## config.mk

```make
export PLATFORM = sky130hd
export DESIGN_NAME = fetch_sequencer
export DESIGN_NICKNAME = d
export VERILOG_FILES = /design/src/rtl/fetch_sequencer.sv
export SDC_FILE = /design/constraint.sdc
export NUM_CORES = 1
export LEC_CHECK = 0
export ABC_AREA = 1
export CORE_MARGIN = 8
export CORE_UTILIZATION = 35
export DETAILED_ROUTE_END_ITERATION = 7
export PLACE_DENSITY = 0.62
export SLEW_MARGIN = 5
export SYNTH_ARGS = -nofsm -noshare
export SYNTH_HDL_FRONTEND = slang
export SYNTH_SLANG_ARGS = --single-unit
```

## constraint.sdc

```tcl
create_clock -name clk -period 1.7 [get_ports clk]
set_input_delay 0.255 -clock clk [delete_from_list [all_inputs] [get_ports clk]]
set_output_delay 0.255 -clock clk [all_outputs]
set_load 0.01 [all_outputs]
```

## src/rtl/fetch_sequencer.sv

```systemverilog
// fetch_sequencer: two-phase (fetch/execute) instruction sequencer.
// Holds the program counter, the latched opcode/operand and the ALU flags,
// and forms the microcode address {instr, c_flag, z_flag, phase}.
// Control-word bits (inc_pc, load_pc, load_flags) act in either phase.
// enable is a plain advance strobe: when low every register holds.

module fetch_sequencer (
    input  logic        clk,
    input  logic        reset,
    input  logic        enable,
    input  logic [7:0]  prog_byte,
    input  logic        inc_pc,
    input  logic        load_pc,
    input  logic        load_flags,
    input  logic        alu_carry,
    input  logic        alu_zero,
    output logic [11:0] pc,
    output logic [3:0]  instr,
    output logic [3:0]  oprnd,
    output logic        phase,
    output logic        c_flag,
    output logic        z_flag,
    output logic [6:0]  ucode_addr
);

    typedef enum logic {
        PH_FETCH = 1'b0,
        PH_EXEC  = 1'b1
    } phase_t;

    phase_t      r_phase;
    phase_t      w_phase_next;
    logic [11:0] r_pc;
    logic [11:0] w_pc_next;
    logic [3:0]  r_instr;
    logic [3:0]  r_oprnd;
    logic        r_c_flag;
    logic        r_z_flag;

    // Phase state register: reset wins over enable; holds while disabled.
    always_ff @(posedge clk) begin
        if (reset) begin
            r_phase <= PH_FETCH;
        end else if (enable) begin
            r_phase <= w_phase_next;
        end
    end

    // Next phase: strict fetch/execute alternation on every enabled clock.
    always_comb begin
        w_phase_next = PH_FETCH;
        case (r_phase)
            PH_FETCH: w_phase_next = PH_EXEC;
            PH_EXEC:  w_phase_next = PH_FETCH;
            default:  w_phase_next = PH_FETCH;
        endcase
    end

    // Next pc: jump target (old operand high, byte at pc low) beats increment.
    always_comb begin
        w_pc_next = r_pc;
        if (load_pc) begin
            w_pc_next = {r_oprnd, prog_byte};
        end else if (inc_pc) begin
            w_pc_next = r_pc + 12'd1;
        end
    end

    // Datapath registers: pc, fetched instruction and ALU flags.
    always_ff @(posedge clk) begin
        if (reset) begin
            r_pc     <= 12'h000;
            r_instr  <= 4'h0;
            r_oprnd  <= 4'h0;
            r_c_flag <= 1'b0;
            r_z_flag <= 1'b0;
        end else if (enable) begin
            r_pc <= w_pc_next;
            if (r_phase == PH_FETCH) begin
                r_instr <= prog_byte[7:4];
                r_oprnd <= prog_byte[3:0];
            end
            if (load_flags) begin
                r_c_flag <= alu_carry;
                r_z_flag <= alu_zero;
            end
        end
    end

    // Output drive and microcode address assembly.
    always_comb begin
        pc         = r_pc;
        instr      = r_instr;
        oprnd      = r_oprnd;
        phase      = (r_phase == PH_EXEC);
        c_flag     = r_c_flag;
        z_flag     = r_z_flag;
        ucode_addr = {r_instr, r_c_flag, r_z_flag, phase};
    end

endmodule

```

==> impl_metrics.tcl <==
set metrics [dict create \
    outcome "finished, final reports clean" \
    syn_to_final_growth_pct 39.8 \
    final_common_cell "clkdlybuf4s50_1" \
    cts_buffers 3 \
    leakagePower_uw 0.000655 \
    max_freq_mhz 616 \
    die_x_um 76.1 \
    synth_top_area_frac 0.365 \
    vias 1304 \
    fill_cells 359 \
    place_area_mm2 0.00174 \
    hold_viol 0 \
    cts_setup_buffers 0 \
    first_pass_iters 5 \
    rsz0062_at_grt "no" \
    grt_pass1_vias 1317 \
    synth_xor_area_frac 0 \
    clockRootBuffer "clkbuf_4" \
    ir_drop_uv 256 \
    start_util 0.356 \
    grt_pass1_wl_um 6150 \
    setup_viol 0 \
    detail_route.vias_per_cell 4.79 \
    critPathMaxStageDelay_ps 600 \
    cts_resized 0 \
    path_cells "clkdlybuf4s50_1" \
    synth_top_family_by_area "simple AND/OR/NAND/NOR gates" \
    cts_tree "built" \
    nNetsFinal 242 \
    synth_simple_gate_area_share 0.298 \
    die_height_um 76.1 \
    drt_iter0_drc 85 \
    drive_gt1_frac 0.107 \
    postRouteAntennaNets 0 \
    netlist_area_mm2 0.00126 \
    layout_common_cells "45 x clkdlybuf4s50_1, 44 x nand2_1, 23 x dfxtp_1" \
    dp_hpwl_um 2720 \
    synth.distinct_cells 28 \
    fin_tns_setup_ps 0 \
    synth-compound-area-share 0.195 \
    gp_congestion 0.852 \
    io_buffers 45 \
    yosys.area.top_type "dfxtp_1" \
    cts_sinks 23 \
    synth-async-reset-ratio 0 \
    cp_slowest_cell "clkdlybuf4s50_1" \
    cp-start-kind "flop" \
    ctsHoldBuffers 0 \
    path_class "reg -> out" \
    clk_pin_slew_ps 130 \
    gr-total-overflow 0 \
    globalRouteTotalUtil 0.125 \
    fin_crit_sh 0.955 \
    hp-start "instr[2]" \
    fin_crit_ps 1620 \
    drc 0 \
    tightest_slew_ps 336 \
    maxCapViolations 0 \
    ys_dominant_reg_cell "dfxtp_1" \
    power_density_mw_per_mm2 660 \
    design_area_mm2 0.00177 \
    post-route-util 0.497 \
    slew_headroom 0.775 \
    r2r-start "pc[0]" \
    synth_mux_area_frac 0 \
    antenna_found_initial 0 \
    endpoint_kind "primary output" \
    clock_path_buffers 2 \
    ios 46 \
    clk_latency_ps 310 \
    dieArea_mm2 0.00579 \
    hp-class "reg -> reg" \
    synth_edf_count 0 \
    grt_max_degree 14 \
    cp-startpoint "pc[7]" \
    crit_family "buffers and inverters" \
    multi_input_area_um2 636 \
    core-area_mm2 0.00355 \
    path_max_fanout 6 \
    syn_nets 199 \
    path_buf_inv 1 \
    skew_ps 5.10 \
    seqCellArea_um2 460 \
    synth-seq-cells 23 \
    htree_levels 1 \
    slew_violations 0 \
    wl_um 3530 \
    n_antenna_cell 0 \
    synthTopCellsByArea "dfxtp_1 36%, nand2_1 13%, a21oi_1 7.9%" \
    fp-row-count 22 \
    report.power.total_uw 1170 \
    required_ps 1440 \
    syn_inst 182 \
    wl_per_cell_um 13.0 \
    syn_avg_cell_area_um2 6.94 \
    synthAdderAreaFrac 0.00991 \
    seq_area_frac_synth 0.365 \
    worstPathArrival_ps 1370 \
    yosysWarningCount 0 \
]
synthesized netlist by cell type (3+ instances only):
| library cell | number |
|---|---|
| o21ai_0 | 5 |
| buf_4 | 7 |
| nand2_1 | 44 |
| nand4_1 | 3 |
| nor3_1 | 3 |
| nor2_1 | 20 |
| nor2_2 | 3 |
| nand3_1 | 10 |
| a211oi_1 | 6 |
| a21oi_1 | 20 |
| inv_1 | 16 |
| dfxtp_1 | 23 |
path summary, 6_finish.rpt:
check	to	slack, ps	cells after the start
setup / recovery	pc[7]	80	1
hold / removal	instr[2]	480	2
setup reg to reg	pc[10]	290	8
hold reg to reg	instr[2]	480	2
power by group:
part           switching (uW)  internal, uW
Clock                     172          88.0
Sequential               32.2           574
Combinational             141           159
Total                     345           820
layer usage:
layer	vias to the layer above	global-route usage	routed length, um
met5	-	0	0
met4	0	0.0596	63
met3	6	0.0318	187
met2	39	0.194	1640
met1	590	0.156	1630
li1	669	-	-
state kept, by name, indices dropped and copies added (netlist names):
name / flops
pc: 12
c_flag: 1
z_flag: 1
oprnd: 4
instr: 4
phase: 1
logic make-up (layout without fill, tap and decap cells):
family	Yosys count	in the layout
AO/OA/AOI/OAI	39	39
adder cells (fa/ha/maj)	1	1
buffers and inverters	32	74
flip-flops	23	23
AND/OR/NAND/NOR	87	87
layout make-up:
type	count	share of cell area
multi-input combinational	127	0.360
timing repair buffer	51	0.288
sequential	23	0.261
inverter	19	0.0418
tap	48	0.0340
clock buffer	3	0.0128
clock inverter	1	0.00283
through the flow:
stage / hold WS [ps] / setup WS (ps) / cells
2_1_floorplan: 328 / 426 / 182
3_3_place_gp: 463 / 128 / 268
3_5_place_dp: 469 / 80.1 / 268
4_1_cts: 487 / 79.9 / 272
5_1_grt: 480 / 10.9 / 272
6_report: 482 / 76.7 / 272
(Power assumes the default switching activity.)
